`config.mk`:
```
export PLATFORM = sky130hd
export DESIGN_NAME = serial_code_tx
export DESIGN_NICKNAME = d
export VERILOG_FILES = /design/src/rtl/serial_code_pkg.sv /design/src/rtl/serial_code_tx.sv
export SDC_FILE = /design/constraint.sdc
export NUM_CORES = 1
export LEC_CHECK = 0
export CAP_MARGIN = 20
export CORE_MARGIN = 3
export CORE_UTILIZATION = 35
export DETAILED_ROUTE_END_ITERATION = 8
export GPL_TIMING_DRIVEN = 0
export PLACE_DENSITY_LB_ADDON = 0.3
export SYNTH_ARGS = -nofsm -noshare
export SYNTH_HDL_FRONTEND = slang
export SYNTH_SLANG_ARGS = --single-unit
```
`constraint.sdc`:
```
create_clock -name clk -period 1.8 [get_ports clk]
set_clock_uncertainty 0.2 [all_clocks]
set_input_delay 0.54 -clock clk [delete_from_list [all_inputs] [get_ports clk]]
set_output_delay 0.54 -clock clk [all_outputs]
set_load 0.01 [all_outputs]
```
`src/rtl/serial_code_pkg.sv`:
```
// rtl/serial_code_pkg.sv - state encoding, symbol codes and frame tables for serial_code_tx
package serial_code_pkg;

    typedef enum logic [1:0] {
        ST_IDLE = 2'd0,
        ST_SEND = 2'd1,
        ST_GAP  = 2'd2
    } state_e;

    localparam logic [1:0] SYM_NONE = 2'd0;
    localparam logic [1:0] SYM_A    = 2'd1;
    localparam logic [1:0] SYM_B    = 2'd2;
    localparam logic [1:0] SYM_C    = 2'd3;

    // Frames are left-aligned in 5 bits; unused tail bits are 0.
    localparam logic [4:0] FRAME_A = 5'b10100;
    localparam logic [4:0] FRAME_B = 5'b10010;
    localparam logic [4:0] FRAME_C = 5'b10000;

    localparam logic [2:0] LEN_A = 3'd3;
    localparam logic [2:0] LEN_B = 3'd4;
    localparam logic [2:0] LEN_C = 3'd5;

    function automatic logic [4:0] frame_bits(input logic [1:0] s);
        logic [4:0] f;
        f = 5'b00000;
        case (s)
            SYM_A:   f = FRAME_A;
            SYM_B:   f = FRAME_B;
            SYM_C:   f = FRAME_C;
            default: f = 5'b00000;
        endcase
        return f;
    endfunction

    function automatic logic [2:0] frame_len(input logic [1:0] s);
        logic [2:0] n;
        n = 3'd0;
        case (s)
            SYM_A:   n = LEN_A;
            SYM_B:   n = LEN_B;
            SYM_C:   n = LEN_C;
            default: n = 3'd0;
        endcase
        return n;
    endfunction

endpackage

```
`src/rtl/serial_code_tx.sv`:
```
// rtl/serial_code_tx.sv - serial prefix-code transmitter with one-deep holding register
module serial_code_tx
    import serial_code_pkg::*;
#(
    parameter int unsigned GAP = 0
) (
    input  logic       clk,
    input  logic       rst,
    input  logic [1:0] sym,
    input  logic       valid,
    output logic       ready,
    output logic       a,
    output logic       busy,
    output logic       done,
    output logic       err
);

    state_e     state_q;
    logic [4:0] shift_q;
    logic [2:0] cnt_q;
    logic [3:0] gap_q;
    logic       hold_v_q;
    logic [1:0] hold_sym_q;
    logic       a_q;
    logic       busy_q;
    logic       done_q;
    logic       err_q;

    logic       accept;
    logic       legal_acc;
    logic       frame_end;
    logic       load_d;
    logic [1:0] load_sym_d;
    logic [4:0] load_bits_d;
    logic [2:0] load_len_d;

    assign ready     = !hold_v_q;
    assign accept    = valid && ready;
    assign legal_acc = accept && (sym != SYM_NONE);

    // Edge at which the line is free for a new frame next cycle; a waiting
    // symbol (held, or arriving right now) is loaded without a bubble.
    always_comb begin
        frame_end = 1'b0;
        case (state_q)
            ST_IDLE: frame_end = 1'b1;
            ST_SEND: frame_end = (cnt_q == 3'd0) && (GAP == 0);
            ST_GAP:  frame_end = (gap_q == 4'd0);
            default: frame_end = 1'b1;
        endcase
    end

    assign load_d      = frame_end && (hold_v_q || legal_acc);
    assign load_sym_d  = hold_v_q ? hold_sym_q : sym;
    assign load_bits_d = frame_bits(load_sym_d);
    assign load_len_d  = frame_len(load_sym_d);

    always_ff @(posedge clk) begin
        if (!rst) begin
            state_q    <= ST_IDLE;
            shift_q    <= 5'b00000;
            cnt_q      <= 3'd0;
            gap_q      <= 4'd0;
            hold_v_q   <= 1'b0;
            hold_sym_q <= SYM_NONE;
            a_q        <= 1'b0;
            busy_q     <= 1'b0;
            done_q     <= 1'b0;
            err_q      <= 1'b0;
        end else begin
            err_q <= accept && (sym == SYM_NONE);
            if (load_d) begin
                state_q  <= ST_SEND;
                a_q      <= load_bits_d[4];
                shift_q  <= load_bits_d << 1;
                cnt_q    <= load_len_d - 3'd1;
                busy_q   <= 1'b1;
                done_q   <= 1'b0;
                hold_v_q <= 1'b0;
            end else begin
                if (legal_acc) begin
                    hold_v_q   <= 1'b1;
                    hold_sym_q <= sym;
                end
                case (state_q)
                    ST_IDLE: begin
                        a_q    <= 1'b0;
                        busy_q <= 1'b0;
                        done_q <= 1'b0;
                    end
                    ST_SEND: begin
                        if (cnt_q != 3'd0) begin
                            a_q     <= shift_q[4];
                            shift_q <= shift_q << 1;
                            cnt_q   <= cnt_q - 3'd1;
                            done_q  <= (cnt_q == 3'd1);
                        end else if (GAP != 0) begin
                            state_q <= ST_GAP;
                            a_q     <= 1'b0;
                            done_q  <= 1'b0;
                            gap_q   <= 4'(GAP - 1);
                        end else begin
                            state_q <= ST_IDLE;
                            a_q     <= 1'b0;
                            busy_q  <= 1'b0;
                            done_q  <= 1'b0;
                        end
                    end
                    ST_GAP: begin
                        a_q    <= 1'b0;
                        done_q <= 1'b0;
                        if (gap_q != 4'd0) begin
                            gap_q <= gap_q - 4'd1;
                        end else begin
                            state_q <= ST_IDLE;
                            busy_q  <= 1'b0;
                        end
                    end
                    default: begin
                        state_q <= ST_IDLE;
                        a_q     <= 1'b0;
                        busy_q  <= 1'b0;
                        done_q  <= 1'b0;
                    end
                endcase
            end
        end
    end

    assign a    = a_q;
    assign busy = busy_q;
    assign done = done_q;
    assign err  = err_q;

endmodule

```
==> flow_summary_export.csv <==
group,metric,value,unit
floorplanning,die_area,2838,sq um
grt,grt_max_degree,11,
routing,route.detailed.drc,0,
critical_path,crit_type,"input pin to flop",
grt,antenna_found_initial,0,
sta,rsz0062_at_grt,"false",
critical_path,r2r_start,"hold_v_q",
place,port_buffers,8,
routing,drtIter0Drc,15,
clock_tree,path_clk_slew,0.08,ns
sta,maxSlewViolCount,0,
hold_path,hold_class,"flop to flop",
layout,instances_no_fill,121,
floorplanning,start_util,0.3830,
sta,final-setup-viol-count,0,
sta,period_needed,1.727,ns
sta,slew_headroom,0.7710,
critical_path,worstPathRequired,1.81,ns
power,p_leak,0.3762,nW
sta,setup_ws,0.07342,ns
logic_synthesis,synth_nets,93,
sta,worst_pin_slew,0.3435,ns
clock_tree,cts_made_buffers,3,
hold_path,min_to,"shift_q[4]",
critical_path,crit_path_start,"sym[1]",
power,powerDensity,761.5,nW/um^2
logic_synthesis,async_flop_share,0,
clock_tree,root_buffer,"clkbuf_4",
hold_path,min_from,"shift_q[3]",
routing,via_count,674,
logic_synthesis,ys_warn_count,0,
flow_run,maxCapViolCount,0,
place,place.gp.congestion,0.8209,
clock_tree,cts.sinks,14,
routing,wl_per_cell,13.64,microns
critical_path,crit_path_end_kind,"flop",
place,hpwl,1118,microns
logic_synthesis,synth_edf_count,0,
logic_synthesis,synth_cells,81,
routing,dr.pass1.iters,4,
critical_path,reg2reg_slack,0.11,ns
layout,utilization,0.4675,
clock_tree,clkLatencyLatePin,0.28,ns
critical_path,arrival,1.73,ns
logic_synthesis,synth_cell_types,34,
layout,diodes,0,
clock_tree,h-tree-depth,1,
power,ir_drop,0.2823,mV
grt,grt_pass1_vias,593,
logic_synthesis,netlist_area,782.0,sq um
routing,postRouteAntennaNets,0,
place,place_inst,116,
floorplanning,die_h,53.27,microns
sta,max_freq,579.2,MHz
run_status,outcome,"finished clean",
critical_path,reg2reg_depth,5,
sta,holdWs,0.2708,ns
clock_tree,clockBufferDepth,2,
logic_synthesis,syn_avg_cell_area,9.654,sq um
critical_path,crit_fanout,5,
grt,overflow,0,
logic_synthesis,synth_ff_type,"dfxtp_1",
grt,track_usage,0.1249,
routing,vias_per_cell,5.570,
hold_path,hold_path_depth,2,
sta,fin_crit_sh,0.9592,
routing,routed_wl,1650,microns
logic_synthesis,synth-seq-cells,14,
critical_path,setup.worst_path.start_class,"input pin",
floorplanning,die_w,53.27,microns
logic_synthesis,ys_seq_area_frac,0.3584,
floorplanning,row_count,16,
floorplanning,ios,10,
sta,hold_viol,0,
layout,drive_above_1_share,0.2128,
grt,grt_pass1_wl,2566,microns
layout,nNetsFinal,108,
layout,area_growth,22.08,%
place,dp_slack,-0.5861,ns
critical_path,worstReg2RegEnd,"cnt_q[2]",
clock_tree,cts_tree,"yes",
floorplanning,core,2042,sq um
-- cells in the mapped netlist (2+ instances only) --
cell	instances	area, sq um
nand2_1	4	15.01
a21oi_1	2	10.01
a31oi_1	4	25.02
ha_1	7	87.58
inv_1	7	26.28
o221ai_1	2	17.52
o2bb2ai_1	2	17.52
buf_6	2	22.52
buf_2	2	10.01
dfxtp_1	14	280.3
and4_2	2	20.02
mux2i_1	2	20.02
nor2b_1	3	18.77
a221o_1	2	20.02
nand3_1	5	25.02
o2111ai_1	2	17.52
o21ai_0	2	10.01
-- how the worst max path moves through the flow --
| stage | endpoint |
|---|---|
| 2_1_floorplan | cnt_q[2] |
| 3_3_place_gp | cnt_q[1] |
| 3_5_place_dp | cnt_q[2] |
| 4_1_cts | ready |
| 5_1_grt | a |
| 6_report | cnt_q[2] |
-- placed cells by master, fill, tap and decap left out, types with 3 or more instances in the layout --
cell type	Yosys	final
dlygate4sd2_1	0	6
dfxtp_1	14	13
inv_1	7	7
buf_2	2	3
nand2_1	4	4
ha_1	7	7
a31oi_1	4	4
clkbuf_4	0	3
nand3_1	5	5
-- final cells by class --
type,instances,area [sq um]
fill,211,1087
multi-input combinational,54,462.9
sequential,14,281.5
timing repair buffer,10,82.58
inverter,9,38.79
tap,27,33.78
buffer,4,32.53
clock buffer,3,22.52
-- metal layers --
| layer | GRT usage | wire (microns) |
|---|---|---|
| met3 | 0.02535 | 41 |
| met1 | 0.1574 | 833 |
| met2 | 0.1980 | 735 |
| met4 | 0.06383 | 40 |
| met5 | 0 | 0 |
-- report_power, final --
group | total [mW] | internal (mW) | leakage [nW] | switching, mW
Clock | 0.180 | 0.0777 | 0.0138 | 0.102
Combinational | 0.199 | 0.0864 | 0.247 | 0.113
Sequential | 0.348 | 0.332 | 0.115 | 0.0156
Total | 0.727 | 0.496 | 0.376 | 0.231
-- through the flow --
step,TNS [ns],total power [mW],area (sq um)
after floorplan,0,0.4900,782.0
after CTS,0,0.7182,940.9
after global routing,0,0.7619,954.7
after detailed placement,-3.743,0.5440,895.9
after global placement,-3.500,0.5440,895.9
final,0,0.7270,954.7
-- worst max-delay path: stages --
cell and delay [ns]:
dlygate4sd2_1 0.32, mux2i_4 0.21, ha_1 0.26, a221o_1 0.27, a31oi_1 0.13
-- logic make-up after synthesis --
kind of cell / synth area share
compound gates: 0.2496
simple gates: 0.1696
flops: 0.3584
buf+inv: 0.08480
fa+ha+maj: 0.1120
mux: 0.02560
-- registers in the layout, summed over array words and instances, names as in the netlist --
register / count
cnt_q: 3
shift_q: 3
hold_sym_q: 2
a: 1
busy: 1
done: 1
err: 1
hold_v_q: 1
state_q: 1
-- repair_timing --
action / in CTS / in global routing
hold buffers: 0 / 0
setup endpoints to repair: 11 / 5
resized for setup: 14 / 4
setup buffers: 1 / 1
pin swaps: 0 / 0
Power figures use the tool's default switching activity.
==> RTL change, RTL diff (same settings) <==
The parameter `GAP` goes from 0 to 1.
--- a/src/rtl/serial_code_tx.sv
+++ b/src/rtl/serial_code_tx.sv
@@ -2,7 +2,7 @@
 module serial_code_tx
     import serial_code_pkg::*;
 #(
-    parameter int unsigned GAP = 0
+    parameter int unsigned GAP = 1
 ) (
     input  logic       clk,
     input  logic       rst,
Function: changed (a bounded check fails within 10 cycles, from zero or initial values and one cycle with rst low).
==> RTL change against the unedited design <==
  * Clock power grew 27%
  * Synthesized area grew 37%
  * Power grew 110%
  * The run now ends with setup timing left
  * Wire length grew 70%
  * Final area grew 64%
  * Sequential cell count grew 5
  * Setup slack lost 0.26 ns
==> RTL change: results (changes against the unedited design) <==
<table>
<tr><th>Metric</th><th>Value</th></tr>
<tr><th colspan="2">STA</th></tr>
<tr><td>Setup-failing EPs final</td><td>15 (was 0)</td></tr>
<tr><td>Post-route worst setup slack</td><td>-0.1883 ns (was 0.07342 ns)</td></tr>
<tr><th colspan="2">Placed design</th></tr>
<tr><td>Total of buffers placed on input and output ports</td><td>9 (was 8)</td></tr>
<tr><td>Hpwl dp</td><td>1.697 mm (was 1.118 mm)</td></tr>
<tr><th colspan="2">Power and ir drop</th></tr>
<tr><td>Leakage</td><td>0.6192 nW (was 0.3762 nW)</td></tr>
<tr><td>Peak supply drop</td><td>0.0004925 V (was 0.0002823 V)</td></tr>
<tr><th colspan="2">Final layout</th></tr>
<tr><td>Area fraction of clock buffers and clock inverters</td><td>0.01763 (was 0.02359)</td></tr>
<tr><td>Layout cells sized above 1</td><td>0.4054 (was 0.2128)</td></tr>
<tr><td>Layout net count</td><td>166 (was 108)</td></tr>
<tr><td>Area occupied by multi-input gates</td><td>824.5 um^2 (was 462.9 um^2)</td></tr>
<tr><td>Regs by FF count</td><td>gap_q: 4 flops, cnt_q: 3 flops, shift_q: 3 flops (was cnt_q: 3 flops, shift_q: 3 flops, hold_sym_q: 2 flops)</td></tr>
<tr><td>Inverter count of the layout excluding clock inverters</td><td>12 (was 9)</td></tr>
<tr><td>Total of fill cells in the finished design</td><td>254 (was 211)</td></tr>
<tr><th colspan="2">Synth</th></tr>
<tr><td>Register area share after synthesis</td><td>0.3547 (was 0.3584)</td></tr>
<tr><td>Syn Nets</td><td>141 (was 93)</td></tr>
<tr><th colspan="2">GRT</th></tr>
<tr><td>Via count of the first global-routing pass</td><td>914 (was 593)</td></tr>
<tr><td>Largest net degree at the start of global routing</td><td>12 (was 11)</td></tr>
<tr><th colspan="2">Worst setup path</th></tr>
<tr><td>Data arrival time of the worst path</td><td>2.03 ns (was 1.73 ns)</td></tr>
<tr><td>Critical Path Fanout Max</td><td>4 (was 5)</td></tr>
<tr><td>Worst-case reg-to-reg path depth</td><td>6 (was 5)</td></tr>
<tr><td>CP Launch Point</td><td>valid (was sym[1])</td></tr>
<tr><td>Reg-to-reg endpoint</td><td>busy (was cnt_q[2])</td></tr>
<tr><th colspan="2">Routing</th></tr>
<tr><td>Vias</td><td>1011 (was 674)</td></tr>
<tr><td>Initial detailed-routing violation count</td><td>30 (was 15)</td></tr>
<tr><th colspan="2">Clock tree</th></tr>
<tr><td>Clock slew seen by the registers of the worst setup and hold paths</td><td>0.12 ns (was 0.08 ns)</td></tr>
<tr><td>Later-pin clock latency in the skew report</td><td>0.31 ns (was 0.28 ns)</td></tr>
<tr><th colspan="2">Hold path</th></tr>
<tr><td>Worst min-delay path endpoint</td><td>hold_sym_q[1] (was shift_q[4])</td></tr>
<tr><th colspan="2">Outcome</th></tr>
<tr><td>Outcome</td><td>complete, but fails checks (was finished, final reports clean)</td></tr>
<tr><td>Failing checks</td><td>setup timing</td></tr>
</table>
RTL change: worst max-delay path, cell delays in order:
cell and delay, ns:
clkdlybuf4s50_1 0.52, o21ai_4 0.10, and2_1 0.21, or4_4 0.52, a21oi_2 0.12
RTL change: what timing repair did:
item | CTS | global route
endpoints found under the setup margin | 23 | 18
gates resized for setup | 35 | 30
cloned | 1 | 0
pin swaps | 8 | 6
buffers inserted | 5 | 6
hold buffers | 0 | 0
RTL change: per-stage QoR:
stage	setup slack [ns]	hold slack, ns	power (mW)	instances	util
2_1_floorplan	-0.08675	0.2287	0.8767	124	-
3_3_place_gp	-0.6787	0.2472	0.9912	164	0.4308
3_5_place_dp	-0.7374	0.2525	1.008	164	0.4308
4_1_cts	-0.1732	0.2759	1.342	173	0.4816
5_1_grt	-0.2273	0.3154	1.625	179	0.5520
6_report	-0.1883	0.2711	1.536	179	0.5520
RTL change: cells by family (layout without fill, tap and decap cells):
group                      after synthesis  in the layout  synth area share
buffers and inverters                   17             41           0.06301
xor gates and xnor gates                 1              1          0.008170
muxes                                    2              2           0.01867
adders and majority gates               12             12            0.1400
AOI/OAI and AO/OA                       29             29            0.1902
DFF                                     19             19            0.3547
and+or+nand+nor                         44             44            0.2252
RTL change: power by group through the flow:
stage / combinational [mW] / clock [mW] / sequential (mW)
5_1_grt: 0.845 / 0.254 / 0.527
3_3_place_gp: 0.473 / 0 / 0.518
4_1_cts: 0.586 / 0.240 / 0.515
6_report: 0.786 / 0.228 / 0.522
3_5_place_dp: 0.490 / 0 / 0.519
2_1_floorplan: 0.362 / 0 / 0.515
RTL change: per-layer routing:
metal  share of wire  up-vias  global-route usage
li1                -      491                   -
met1            0.41      498              0.1865
met4          0.0068        0             0.01818
met5               0        -                   0
met3           0.037        4             0.03774
met2            0.55       18              0.2553
